<file path="src/rtl/exe_hazard_ctrl_if.sv">
// exe_hazard_ctrl_if: ID-stage operand info in, EX forwarding selects and stall controls out
interface exe_hazard_ctrl_if #(parameter int REG_ADDR_W = 5, parameter int CNT_W = 32);
   logic                  id_valid;
   logic [REG_ADDR_W-1:0] id_rs1;
   logic [REG_ADDR_W-1:0] id_rs2;
   logic                  id_use_rs1;
   logic                  id_use_rs2;
   logic [REG_ADDR_W-1:0] id_rd;
   logic                  id_we;
   logic                  id_is_load;
   logic                  mem_stall;
   logic [1:0]            fwd_a_sel;
   logic [1:0]            fwd_b_sel;
   logic                  stall_id;
   logic                  bubble_ex;
   logic [CNT_W-1:0]      stall_cnt;
   modport master (
      output id_valid, id_rs1, id_rs2, id_use_rs1, id_use_rs2, id_rd, id_we, id_is_load, mem_stall,
      input  fwd_a_sel, fwd_b_sel, stall_id, bubble_ex, stall_cnt
   );
   modport slave (
      input  id_valid, id_rs1, id_rs2, id_use_rs1, id_use_rs2, id_rd, id_we, id_is_load, mem_stall,
      output fwd_a_sel, fwd_b_sel, stall_id, bubble_ex, stall_cnt
   );
endinterface

</file>
<file path="src/rtl/exe_hazard_ctrl.sv">
// exe_hazard_ctrl: EX-stage forwarding selects, load-use stall/bubble and saturating stall counter
module exe_hazard_ctrl #(
   parameter int REG_ADDR_W = 5,
   parameter int CNT_W      = 32
) (
   input logic clk,
   input logic rst,
   exe_hazard_ctrl_if.slave h
);
   typedef struct packed {
      logic                  valid;
      logic [REG_ADDR_W-1:0] rd;
      logic                  we;
      logic                  is_load;
   } entry_t;
   entry_t ex, mem, wb;
   logic hazard;
   logic unused_sb;
   function automatic logic [1:0] fwd_sel(input logic use_rs, input logic [REG_ADDR_W-1:0] rs);
      fwd_sel = !use_rs || rs == '0 ? 2'd0 :
                ex.valid && ex.we && ex.rd == rs ? 2'd1 :
                mem.valid && mem.we && mem.rd == rs ? 2'd2 : 2'd0;
   endfunction
   assign hazard = h.id_valid && ex.valid && ex.is_load && ex.we && ex.rd != '0 &&
                   ((h.id_use_rs1 && h.id_rs1 == ex.rd) || (h.id_use_rs2 && h.id_rs2 == ex.rd));
   assign h.stall_id  = hazard || h.mem_stall;
   assign h.bubble_ex = hazard && !h.mem_stall;
   // WB is kept for visibility only; the write-first regfile means nothing there is forwarded
   assign unused_sb = ^{wb, mem.is_load};
   always_ff @(posedge clk or posedge rst)
      if (rst) begin
         ex          <= '0;
         mem         <= '0;
         wb          <= '0;
         h.fwd_a_sel <= '0;
         h.fwd_b_sel <= '0;
         h.stall_cnt <= '0;
      end else if (!h.mem_stall) begin
         wb          <= mem;
         mem         <= ex;
         ex          <= hazard ? '0 : {h.id_valid, h.id_rd, h.id_we && h.id_valid, h.id_is_load};
         h.fwd_a_sel <= hazard ? 2'd0 : fwd_sel(h.id_use_rs1, h.id_rs1);
         h.fwd_b_sel <= hazard ? 2'd0 : fwd_sel(h.id_use_rs2, h.id_rs2);
         if (hazard && h.stall_cnt != {CNT_W{1'b1}})
            h.stall_cnt <= h.stall_cnt + CNT_W'(1);
      end
endmodule
</file>
<file path="src/flat_wrapper.sv">
// flat-port wrapper written by rule: the top's interface ports become plain ports
module exe_hazard_ctrl_flat 
#(
   parameter int REG_ADDR_W = 5,
   parameter int CNT_W      = 32
)
  (clk, rst, h_id_valid, h_id_rs1, h_id_rs2, h_id_use_rs1, h_id_use_rs2, h_id_rd, h_id_we, h_id_is_load, h_mem_stall, h_fwd_a_sel, h_fwd_b_sel, h_stall_id, h_bubble_ex, h_stall_cnt);
  exe_hazard_ctrl_if #(.REG_ADDR_W(REG_ADDR_W), .CNT_W(CNT_W)) h_i ();
  input logic clk;
  input logic rst;
  input wire logic [$bits(h_i.id_valid)-1:0] h_id_valid;
  input wire logic [$bits(h_i.id_rs1)-1:0] h_id_rs1;
  input wire logic [$bits(h_i.id_rs2)-1:0] h_id_rs2;
  input wire logic [$bits(h_i.id_use_rs1)-1:0] h_id_use_rs1;
  input wire logic [$bits(h_i.id_use_rs2)-1:0] h_id_use_rs2;
  input wire logic [$bits(h_i.id_rd)-1:0] h_id_rd;
  input wire logic [$bits(h_i.id_we)-1:0] h_id_we;
  input wire logic [$bits(h_i.id_is_load)-1:0] h_id_is_load;
  input wire logic [$bits(h_i.mem_stall)-1:0] h_mem_stall;
  output wire logic [$bits(h_i.fwd_a_sel)-1:0] h_fwd_a_sel;
  output wire logic [$bits(h_i.fwd_b_sel)-1:0] h_fwd_b_sel;
  output wire logic [$bits(h_i.stall_id)-1:0] h_stall_id;
  output wire logic [$bits(h_i.bubble_ex)-1:0] h_bubble_ex;
  output wire logic [$bits(h_i.stall_cnt)-1:0] h_stall_cnt;
  assign h_i.id_valid = h_id_valid;
  assign h_i.id_rs1 = h_id_rs1;
  assign h_i.id_rs2 = h_id_rs2;
  assign h_i.id_use_rs1 = h_id_use_rs1;
  assign h_i.id_use_rs2 = h_id_use_rs2;
  assign h_i.id_rd = h_id_rd;
  assign h_i.id_we = h_id_we;
  assign h_i.id_is_load = h_id_is_load;
  assign h_i.mem_stall = h_mem_stall;
  assign h_fwd_a_sel = h_i.fwd_a_sel;
  assign h_fwd_b_sel = h_i.fwd_b_sel;
  assign h_stall_id = h_i.stall_id;
  assign h_bubble_ex = h_i.bubble_ex;
  assign h_stall_cnt = h_i.stall_cnt;
  exe_hazard_ctrl #(.REG_ADDR_W(REG_ADDR_W), .CNT_W(CNT_W)) u_core (.clk(clk), .rst(rst), .h(h_i));
endmodule
</file>
<file path="config.mk">
export PLATFORM = sky130hd
export DESIGN_NAME = exe_hazard_ctrl_flat
export DESIGN_NICKNAME = d
export VERILOG_FILES = /design/src/rtl/exe_hazard_ctrl_if.sv /design/src/rtl/exe_hazard_ctrl.sv /design/src/flat_wrapper.sv
export SDC_FILE = /design/constraint.sdc
export NUM_CORES = 1
export LEC_CHECK = 0
export BUFFER_PORTS_ARGS = -buffer_cell sky130_fd_sc_hd__buf_4
export CAP_MARGIN = 20
export CORE_MARGIN = 1
export CORE_UTILIZATION = 55
export CTS_CLUSTER_DIAMETER = 40
export CTS_CLUSTER_SIZE = 12
export DETAILED_ROUTE_END_ITERATION = 8
export PLACE_DENSITY_LB_ADDON = 0.1
export SYNTH_ARGS = -nofsm -noshare
export SYNTH_HDL_FRONTEND = slang
export SYNTH_SLANG_ARGS = --single-unit
</file>
<file path="constraint.sdc">
create_clock -name clk -period 2.98 [get_ports clk]
set_input_delay 0.149 -clock clk [delete_from_list [all_inputs] [get_ports clk]]
set_output_delay 0.149 -clock clk [all_outputs]
set_load 0.01 [all_outputs]
</file>
**After elaboration in Yosys (flattened, before gate mapping)**

Cells that the tools add are included.

- Register bits after elaboration: 51
- Output and inout port bits: 38
- Input port bits: 23
- Bits in writable memories: 0
- Bits in read-only memories: 0
- Latch bits: 0
- Memories kept: 0

- Shift-type cells: 0
- Order comparisons: 0
- Multiplexer cells: 9
- Divide/modulo/power cells: 0
- $mul: 0
- Bitwise operators: 1
- $add $sub $neg: 1
- Equal/unequal tests: 7
- Reduce and logical (&&, ||, !) cells: 27

Operators by type and width:

| operator | number |
|---|---|
| 32-bit by 1-bit adder with 32-bit output, second input constant | 1 |
| 32-bit != test, second input constant | 1 |
| 5-bit equality test | 6 |
| 1-bit logical AND | 16 |
| 2-bit 2-to-1 mux | 8 |
| 5-bit logical NOT | 2 |
| 8-bit 2-to-1 mux | 1 |
| 5-bit nonzero test | 1 |
| 1-bit logical OR | 4 |
| 1-bit logical NOT | 3 |
| 2-bit AND reduction | 1 |
| 1-bit inverter | 1 |

**Depth between registers and ports, before layout**

Gate-level depths: netlist of the first run.

- Depth after elaboration: 7
- Gate-level depth with buffers: 9

**Worst setup path after synthesis of the first run**

No wires, ideal clock.

- Path kind: reg-to-reg
- From: register u_core.h.stall_cnt[0]
- To: register u_core.h.stall_cnt[16]
- Data required time: 2.852 ns
- Library setup time: 0.128 ns
- Path slack: 1.070 ns
- Buffers on the path: 2
- Cell stages (with the launch flop): 10
- Arrival time: 1.782 ns
- Cell sequence: dfrtp_1 ha_1 and3_1 and3_1 clkbuf_1 nand3_1 and3b_1 buf_6 nand4_1 xnor2_1

- Cells in the longest elaborated chain, start to end: 3
- Elaborated cells on any way between the ends: 4
- Classes of those cells: 1 x add/sub; 1 x eq/ne; 2 x reduce/logical

RTL lines:

| item | line | text |
|---|---|---|
| start, declared | exe_hazard_ctrl_if.sv:23 | `output fwd_a_sel, fwd_b_sel, stall_id, bubble_ex, stall_cnt` |
| start signal, assigned | exe_hazard_ctrl.sv:45 | `h.stall_cnt <= h.stall_cnt + CNT_W'(1);` |
| parallel branches: the longest is 3 deep, another holds 32-bit by 1-bit adder with 32-bit output | -- |  |

Several ways; the timed one is not identified.
A chain may end at the register's enable or synchronous reset.

**Worst setup path after layout of the first run**

- From: register u_core.ex[3] in the netlist's numbering
- To: output port h_stall_id

- Cells in the longest elaborated chain, start to end: 5
- Elaborated cells on any way between the ends: 9
- Classes of those cells: 2 x eq/ne; 7 x reduce/logical

RTL lines:

| item | line | text |
|---|---|---|
| start, declared | exe_hazard_ctrl.sv:16 | `entry_t ex, mem, wb;` |
| start signal, assigned | exe_hazard_ctrl.sv:41 | `ex <= hazard ? '0 : {h.id_valid, h.id_rd, h.id_we && h.id_valid, h.id_is_load};` |
| 5-bit equality test | exe_hazard_ctrl.sv:25 | `((h.id_use_rs1 && h.id_rs1 == ex.rd) \|\| (h.id_use_rs2 && h.id_rs2 == ex.rd));` |
| 1-bit logical AND | exe_hazard_ctrl.sv:25 |  |
| 1-bit logical OR | exe_hazard_ctrl.sv:25 |  |
| 1-bit logical AND * | exe_hazard_ctrl.sv:24 | `assign hazard = h.id_valid && ex.valid && ex.is_load && ex.we && ex.rd != '0 &&` |
| 1-bit logical OR * | exe_hazard_ctrl.sv:26 | `assign h.stall_id = hazard \|\| h.mem_stall;` |
| end, declared | flat_wrapper.sv:22 | `output wire logic [$bits(h_i.stall_id)-1:0] h_stall_id;` |

Mark *: on every way between the ends. The rest lies on a longest branch, timed or not.

==> flow_summary.ini, run 1 <==
[grt]
grt_overflow = 0
antenna_found_initial = 0
grt_pass1_wl_um = 8980
grt_max_degree = 52
grt_pass1_vias = 1904
grt_usage_pct = 22.8

[synth]
synth_area_leaders = dfrtp_1 50%, xor2_1 8.9%, xnor2_1 8.2%, nand4_1 3.4%, nand3_1 3.3%
synth_top_family_by_area = simple AND/OR/NAND/NOR gates
synthMuxAreaShare_pct = 3.21
synth_most_common_cell = dfrtp_1
syn-num-nets = 264
synth_cells = 240
synthXorXnorAreaFrac_pct = 17.0
avgSynthCellArea_um2 = 10.7
synth_top_area_share_pct = 49.6
ys_ff_latch = 51
synth.yosys.warnings = 0
syn-cell-area_mm2 = 0.00257
yosys.area.top_type = dfrtp_1
synth_common_cells = 51 x dfrtp_1, 26 x xor2_1, 24 x xnor2_1, 21 x nand2_1, 17 x nand3_1
synthArstFlopShare_pct = 100
synth_ff_type = dfrtp_1
synth-compound-area-share_pct = 5.94
ys_seq_area_share_pct = 49.6
yosys.area_share.simple_pct = 21.6
synthAdderAreaFrac_pct = 0.487
yosysUniqueCellTypes = 36
synth_edf_count = 0

[worst_setup_path]
cpPeakStageDelay_ps = 450
path_class = reg -> out
critical_path.max_fanout = 6
crit_top_cell = a21oi_1
reg2reg_slack_ps = 900
endpoint_kind = primary output
path_cells = nor4_1, a21oi_1, a21oi_1, inv_1, buf_4
cp_top_family = compound AO/OA/AOI/OAI gates
critPathBufInv = 2
r2r_end = u_core.h.stall_cnt[30]$_DFFE_PP0P_
reg2regPathDepth = 7
reg2reg_from = u_core.h.stall_cnt[0]$_DFFE_PP0P_
cp_slowest_cell = dfrtp_1
crit_required_ps = 2830
start_kind = flip-flop
cp.arrival_ps = 2020

[cts]
tritoncts = built
htree_levels = 2
cts_setup_buffers = 0
cts_root_buffer = clkbuf_8
clk_path_buf_depth = 2
clk_pin_slew_worst_paths_ps = 90
cts_buffers = 5
clock-sinks = 51
clk-insertion-delay-late_ps = 310

[layout]
drive_above_1_share_pct = 26.8
layout.nets = 329
fillers = 351
final_area_mm2 = 0.00318
antennaDiodeCount = 0
syn_to_final_growth_pct = 23.6
fin_cells = 358

[sta]
fin_worst_skew_ps = 5.34
finalHoldWorstSlack_ps = 57.5
setup_viol = 0
worst_slew_pin_slew_ps = 450
final_hold_viol_count = 0
slew_violations = 0
rsz0062_at_grt = no
fin_crit_ps = 2170
period_share_pct = 72.8
relSlewSlack_pct = 70.0
tns_ps = 0
max_freq_ghz = 0.461

[min_path]
hp-class = in -> reg
min_from = h_id_rd[0]
hold_path_end = u_core.ex[2]$_DFFE_PP0N_
whs_path_depth = 2

[floorplanning]
start_util_pct = 58.2
io_pins = 61
die_w_um = 70.4
core-area_mm2 = 0.00441
die_h_um = 70.4
fp-row-count = 24
die-area_mm2 = 0.00495

[pwr]
leakage_nw = 1.59
cellPowerDensity_mw_per_mm2 = 398
combPwrFrac_pct = 10.8
switchingPower_mw = 0.315
finalPower_mw = 1.27
peakVddDrop_mv = 0.282
internal-power_mw = 0.950
seqPwrFrac_pct = 58.5
power_switching_share_pct = 24.9
p_clk_share_pct = 30.7

[routing]
drc = 0
vias = 2061
viasPerCell = 5.76
wire_per_inst_um = 15.0
routed_wl_um = 5380
first_pass_iters = 5
antenna_left = 0
detail_route.iter0.violations = 138

[placed_design]
placed_cell_area_mm2 = 0.00307
portBuffers = 60
gp_congestion = 0.836
hpwl_um = 3910
placed_cells = 348

[status]
status = complete, no violations

[job]
maxCapViolations = 0
-- kinds of logic (layout without fill, tap and decap cells) --
logic type | Yosys count | after routing
AND/OR/NAND/NOR | 99 | 99
adder cells (fa/ha/maj) | 1 | 1
AO/OA/AOI/OAI | 20 | 20
flip-flops | 51 | 51
buffers and inverters | 12 | 78
multiplexers | 7 | 7
XOR/XNOR | 50 | 50
-- cell type report --
| type | count | area (um2) | area share [%] |
|---|---|---|---|
| tap | 52 | 65.1 | 2.05 |
| clock inverter | 1 | 5.00 | 0.157 |
| sequential | 51 | 1280 | 40.2 |
| timing repair buffer | 63 | 488 | 15.4 |
| multi-input combinational | 177 | 1240 | 39.1 |
| inverter | 7 | 26.3 | 0.827 |
| clock buffer | 7 | 76.3 | 2.40 |
-- cells in the final DEF (no fill, tap or decap), types with 2 or more instances in the layout --
master and count:
nor4_1 3, xor2_1 26, nand3_1 17, and3_1 8
nor3_1 7, or4_1 2, o21ai_0 5, a21oi_1 2
inv_1 6, clkbuf_8 5, dfrtp_1 51, buf_4 61
clkbuf_1 2, nand4_1 14, mux2_2 6, o211ai_1 2
a22o_1 7, nand2_1 21, nor2_1 15, xnor2_1 24
and4_1 4
-- power groups by stage --
stage          logic, mW  clock network, mW  registers, mW
3_3_place_gp       0.132                  0          0.753
2_1_floorplan     0.0842                  0          0.747
5_1_grt            0.152              0.423          0.743
3_5_place_dp       0.132                  0          0.754
6_report           0.136              0.388          0.741
4_1_cts            0.133              0.394          0.740
-- worst reg2reg max path, cell delays in order, from the launching register on --
cell,delay [ps]
dfrtp_1,440
ha_1,180
and3_1,190
and3_1,300
nand3_1,90
and3b_1,450
nand4_1,160
xnor2_1,150
-- how the worst max path moves through the flow --
stage | from | endpoint | slack, ps | cells past startpoint
after global routing | u_core.ex[3]$_DFFE_PP0N_ | h_stall_id | 610 | 5
after global placement | u_core.h.stall_cnt[13]$_DFFE_PP0P_ | u_core.h.stall_cnt[1]$_DFFE_PP0P_ | 910 | 5
final | u_core.ex[3]$_DFFE_PP0N_ | h_stall_id | 810 | 5
after CTS | u_core.ex[3]$_DFFE_PP0N_ | h_stall_id | 800 | 5
after detailed placement | u_core.h.stall_cnt[13]$_DFFE_PP0P_ | u_core.h.stall_cnt[1]$_DFFE_PP0P_ | 910 | 5
after floorplan | u_core.h.stall_cnt[0]$_DFFE_PP0P_ | u_core.h.stall_cnt[16]$_DFFE_PP0P_ | 1070 | 9
-- repair_timing --
action | in CTS | in global routing
hold buffers | 0 | 1
endpoints found under the hold margin | 0 | 6
gates resized for setup | 0 | 0
-- per-layer routing --
metal | wire length (um) | vias up | GRT usage, %
met4 | 72 | 0 | 7.11
met2 | 2560 | 77 | 36.0
met1 | 2430 | 995 | 31.5
met3 | 314 | 9 | 4.91
li1 | - | 980 | -
met5 | 0 | - | 0
-- through the flow --
stage / worst slack, ps / utilization (%)
after floorplan: 1070 / -
after global placement: 906 / 69.5
after detailed placement: 906 / 69.5
after CTS: 798 / 71.3
after global routing: 606 / 72.0
final: 810 / 72.0
-- sequential cells by signal, indices dropped and copies added, names as in the netlist --
name,cells
u_core.h.fwd_a_sel,2
u_core.h.stall_cnt,32
u_core.ex,8
u_core.h.fwd_b_sel,2
u_core.mem,7
Power figures use the tool's default switching activity.
==> inputs of run 2 (changes only) <==
ABC_AREA = 1   (was not set)
clock period = 2.3 ns   (was 2.98 ns; I/O delays follow)
==> run 2 against run 1 <==
Power up 30%. Critical path depth up 6. Via count up 48%. Non-clock buffer count up 14. Register-to-register slack worse by 620 ps.
==> flow_summary.ini, run 2 <==
[routing]
wire_per_inst_um = 13.3
drc = 0
viasPerCell = 5.20
first_pass_iters = 4
vias = 3048
routed_wl_um = 7800
antenna_left = 0
detail_route.iter0.violations = 147

[sta]
setup_viol = 0
slew_violations = 0
fin_crit_ps = 2020
max_freq_ghz = 0.496
rsz0062_at_grt = no
tns_ps = 0
relSlewSlack_pct = 69.0
final_hold_viol_count = 0
worst_slew_pin_slew_ps = 461
fin_ws_ps = 284
fin_worst_skew_ps = 7.16
period_share_pct = 87.7

[worst_setup_path]
path_cells = ha_1, nand3_2, nor2_4, nand3_4, nor2_8, nand2_4, nor3_4, nor2_4, buf_4, nand2_1, nand2_1
cpPeakStageDelay_ps = 430
critical_path.max_fanout = 9
start_kind = flip-flop
endpoint_kind = flip-flop
cp_slowest_cell = dfrtp_1
crit_required_ps = 2500
cp.arrival_ps = 2220
path_class = reg -> reg

[cts]
cts_buffers = 5
htree_levels = 2
clock-sinks = 51
clk_pin_slew_worst_paths_ps = 100
clk_path_buf_depth = 2
cts_resized = 0
tritoncts = built
clk-insertion-delay-late_ps = 310
cts_root_buffer = clkbuf_8

[synth]
ys_seq_area_share_pct = 38.5
synth_common_cells = 153 x nand2_1, 51 x dfrtp_1, 33 x inv_1, 31 x nand2_2, 31 x nor2_1
synth_cells = 438
ys_ff_latch = 51
syn-cell-area_mm2 = 0.00331
synth_top_area_share_pct = 38.5
yosysUniqueCellTypes = 33
yosys.area.top_type = dfrtp_1
synthArstFlopShare_pct = 100
syn-num-nets = 462
synth.yosys.warnings = 0
avgSynthCellArea_um2 = 7.57
synth_edf_count = 0
synth_ff_type = dfrtp_1
synth_area_leaders = dfrtp_1 39%, nand2_1 17%, xor2_1 6.3%, nand2_2 5.9%, inv_1 3.7%
synth_most_common_cell = nand2_1

[pwr]
cellPowerDensity_mw_per_mm2 = 410
switchingPower_mw = 0.439
p_clk_share_pct = 31.6
combPwrFrac_pct = 10.9
finalPower_mw = 1.65
leakage_nw = 2.26
seqPwrFrac_pct = 57.5
internal-power_mw = 1.21
peakVddDrop_mv = 0.267
power_switching_share_pct = 26.6

[layout]
reg_top3 = u_core.h.stall_cnt x32, u_core.ex x8, u_core.mem x7
drive_above_1_share_pct = 27.0
antennaDiodeCount = 0
regMostFlops = u_core.h.stall_cnt
largest_register_ffs = 32
layout.nets = 537
final_cell_mix = 153 x nand2_1, 74 x buf_4, 51 x dfrtp_1
syn_to_final_growth_pct = 21.4
layout_commonest_cell = nand2_1

[status]
status = complete, no violations

[floorplanning]
io_pins = 61
start_util_pct = 58.7
die_h_um = 79.6
die_w_um = 79.6
fp-row-count = 27
core-area_mm2 = 0.00564
die-area_mm2 = 0.00634

[placed_design]
hpwl_um = 5970
gp_congestion = 0.891
dp_slack_ps = 122
portBuffers = 60

[grt]
antenna_found_initial = 0
grt_pass1_vias = 2948
grt_max_degree = 33
grt_pass1_wl_um = 13200
grt_overflow = 0
grt_usage_pct = 27.0

[job]
maxCapViolations = 0

[min_path]
hp-class = in -> reg
run 2: cell count changes in the layout (fill, tap and decap cells not counted), sizes merged, moves of 7 or more:
cell and change:
buf +14, inv +29, a22o -7, nor2 +20, o21ai +15, xnor2 -10, nand2 +174, mux2 -7
and3 -8, nor3 +7
run 2: cells by family after synthesis:
family / Yosys count / share of synthesized area [%]
AND/OR/NAND/NOR: 279 / 41.0
flip-flops: 51 / 38.5
buffers and inverters: 46 / 6.49
XOR/XNOR: 38 / 10.0
AO/OA/AOI/OAI: 23 / 3.59
adder cells (fa/ha/maj): 1 / 0.377
run 2: layout make-up:
cell class,instances,area [um2]
Multi-Input combinational cell,341,1820
Clock inverter,3,20.0
Clock buffer,5,68.8
Fill cell,490,1620
Timing Repair Buffer,77,606
Inverter,37,139
Tap cell,72,90.1
Sequential cell,51,1280
run 2: worst max-delay path, delay by kind of cell, from the launching register on:
kind / cells / cell delay, ps
and+or+nand+nor: 9 / 1060
DFF: 1 / 430
adders and majority gates: 1 / 220
buffers and inverters: 1 / 190
run 2: worst paths after layout:
kind,cells past startpoint,slack (ps),from,end
hold / removal,3,50,h_id_we,u_core.ex[1]$_DFFE_PP0N_
max in group asynchronous,4,1500,rst,u_core.mem[5]$_DFFE_PP0N_
min in group asynchronous,3,240,rst,u_core.h.stall_cnt[6]$_DFFE_PP0P_
setup / recovery,11,280,u_core.h.stall_cnt[0]$_DFFE_PP0P_,u_core.h.stall_cnt[13]$_DFFE_PP0P_
hold reg to reg,2,490,u_core.h.fwd_b_sel[1]$_DFFE_PP0N_,u_core.h.fwd_b_sel[1]$_DFFE_PP0N_
setup reg to reg,11,280,u_core.h.stall_cnt[0]$_DFFE_PP0P_,u_core.h.stall_cnt[13]$_DFFE_PP0P_
run 2: layer usage:
metal / up-vias / GRT usage (%) / wire (um)
met5: - / 0 / 0
met4: 0 / 8.55 / 121
met3: 12 / 4.57 / 352
met2: 74 / 48.1 / 3940
met1: 1446 / 33.0 / 3390
li1: 1516 / - / -
run 2: through the flow:
| step | util (%) | hold slack [ps] | instances | instance area, um2 |
|---|---|---|---|---|
| after global placement | 68.5 | 9.04 | 569 | 3860 |
| after CTS | 70.2 | 50.6 | 578 | 3960 |
| after global routing | 71.3 | 48.4 | 586 | 4020 |
| final | 71.3 | 50.3 | 586 | 4020 |
| after floorplan | - | 265 | 438 | 3310 |
| after detailed placement | 68.5 | 12.4 | 569 | 3860 |
run 2: power groups by stage:
stage | clock [mW] | combinational [mW] | sequential, mW
6_report | 0.522 | 0.180 | 0.949
4_1_cts | 0.532 | 0.182 | 0.949
3_5_place_dp | 0 | 0.180 | 0.967
2_1_floorplan | 0 | 0.108 | 0.961
5_1_grt | 0.570 | 0.205 | 0.952
3_3_place_gp | 0 | 0.176 | 0.965
run 2: repair_timing:
item,CTS,global route
setup endpoints to repair,0,13
hold buffers,1,0
hold endpoints to repair,24,0
buffers inserted,0,8
==> inputs of run 3 (changes only) <==
CORE_UTILIZATION = 51   (was 55)
clock period = 1.8 ns   (was 2.3 ns; I/O delays follow)
==> run 3 against run 2 <==
Maximum frequency up 16%. Worst hold slack worse by 32 ps. Core utilization down 1.7 points. Combinational power up 44%. Routed wire length up 3.7%. Final cell count up 4.9%. First-iteration DRC count down 26%. Via count up 0.52%. Register-to-register slack worse by 230 ps. Die area up 7.6%. Critical path type unchanged.
==> flow_summary.ini, run 3 (synthesis gave the netlist of run 2 again) <==
[layout]
drive_above_1_share_pct = 33.6
layout_commonest_cell = nand2_1
antennaDiodeCount = 0
fillers = 545
reg_top3 = u_core.h.stall_cnt x32, u_core.ex x8, u_core.mem x7
syn_to_final_growth_pct = 32.5
layout.nets = 561
largest_register_ffs = 32
final_cell_mix = 149 x nand2_1, 94 x buf_4, 50 x dfrtp_1
regMostFlops = u_core.h.stall_cnt
final_area_mm2 = 0.00439
fin_cells = 615

[worst_setup_path]
crit_required_ps = 2000
reg2reg_from = u_core.h.stall_cnt[0]$_DFFE_PP0P_
startpoint = u_core.h.stall_cnt[0]$_DFFE_PP0P_
critical_path.max_fanout = 9
start_kind = flip-flop
path_class = reg -> reg
cp.arrival_ps = 1950
endpoint_kind = flip-flop

[floorplanning]
start_util_pct = 52.5
io_pins = 61
die_h_um = 82.6
die_w_um = 82.6
die-area_mm2 = 0.00683
core-area_mm2 = 0.00631
fp-row-count = 29

[placed_design]
placed_cell_area_mm2 = 0.00405
portBuffers = 60
placed_cells = 594
gp_congestion = 0.845
hpwl_um = 5870

[sta]
slew_violations = 0
fin_worst_skew_ps = 7.31
period_share_pct = 96.9
rsz0062_at_grt = yes
final_hold_viol_count = 0
setup_viol = 0
worst_slew_pin_slew_ps = 347
relSlewSlack_pct = 76.6
max_freq_ghz = 0.573
fin_crit_ps = 1740

[routing]
viasPerCell = 4.98
routed_wl_um = 8090
first_pass_iters = 4
drc = 0
antenna_left = 0
vias = 3064
detail_route.iter0.violations = 109
wire_per_inst_um = 13.2

[cts]
clk_path_buf_depth = 2
htree_levels = 2
clk-insertion-delay-late_ps = 310
tritoncts = built
cts_root_buffer = clkbuf_8
cts_buffers = 5
clk_pin_slew_worst_paths_ps = 90
clock-sinks = 51

[pwr]
leakage_nw = 2.44
peakVddDrop_mv = 0.540
cellPowerDensity_mw_per_mm2 = 548

[grt]
grt_usage_pct = 24.3
grt_pass1_vias = 2852
antenna_found_initial = 0
grt_max_degree = 52
grt_pass1_wl_um = 12400
grt_overflow = 0

[min_path]
hp-class = in -> reg
min_from = h_id_is_load

[job]
maxCapViolations = 0

[status]
status = complete, no violations
run 3: worst paths after layout:
path / to / slack (ps) / cells after the start
hold reg to reg: u_core.h.fwd_a_sel[0]$_DFFE_PP0N_ / 500 / 2
setup reg to reg: u_core.h.stall_cnt[10]$_DFFE_PP0P_ / 60 / 11
setup / recovery: u_core.h.stall_cnt[10]$_DFFE_PP0P_ / 60 / 11
hold / removal: u_core.ex[0]$_DFFE_PP0N_ / 20 / 3
max in group asynchronous: u_core.h.stall_cnt[14]$_DFFE_PP0P_ / 1180 / 4
min in group asynchronous: u_core.h.stall_cnt[9]$_DFFE_PP0P_ / 360 / 4
run 3: routing by layer:
layer	wire (um)	up-vias	track usage, %
met1	3460	1422	28.3
met4	104	0	7.24
met2	4230	63	45.4
met5	0	-	0
met3	299	8	4.18
li1	-	1571	-
run 3: power by group:
group	internal (mW)	total, mW	switching (mW)
Sequential	1.18	1.21	0.0328
Combinational	0.117	0.259	0.143
Clock	0.556	0.937	0.381
Total	1.85	2.41	0.557
run 3: critical path, stage by stage, from the launching register on:
cell	delay, ps
dfrtp_1	400
ha_4	170
nand3_4	80
nor2_4	150
nand3_4	120
nor2_8	120
nand2_4	70
nor3_4	150
nor2_4	100
clkbuf_16	190
nand2_2	50
nand2_1	50
run 3: repair_timing:
item                                    CTS  global route
pin swaps                                 2             5
setup buffers                             3             7
endpoints found under the hold margin    51             0
gates cloned                              0             2
endpoints found under the setup margin   33            34
hold buffers                              1             0
resized for setup                         6            17
run 3: final cells by class:
type / instances / area [um2] / share of cell area (%)
Clock buffer: 6 / 72.6 / 1.65
Clock inverter: 2 / 60.1 / 1.37
Multi-Input combinational cell: 341 / 1900 / 43.3
Timing Repair Buffer: 101 / 846 / 19.3
Inverter: 37 / 139 / 3.16
Sequential cell: 51 / 1280 / 29.1
Tap cell: 77 / 96.3 / 2.19
run 3: metrics by stage:
stage | TNS [ps] | total power, mW | setup WS [ps] | util (%) | hold WS (ps)
final | 0 | 2.41 | 55.1 | 69.6 | 18.7
after CTS | -6.49 | 2.42 | -2.92 | 67.0 | 21.4
after detailed placement | -330 | 1.47 | -25.2 | 64.1 | 164
after global placement | 0 | 1.46 | 18.1 | 64.1 | 160
after global routing | -662 | 2.50 | -39.6 | 69.6 | 23.3
after floorplan | -344 | 1.37 | -19.5 | - | 240
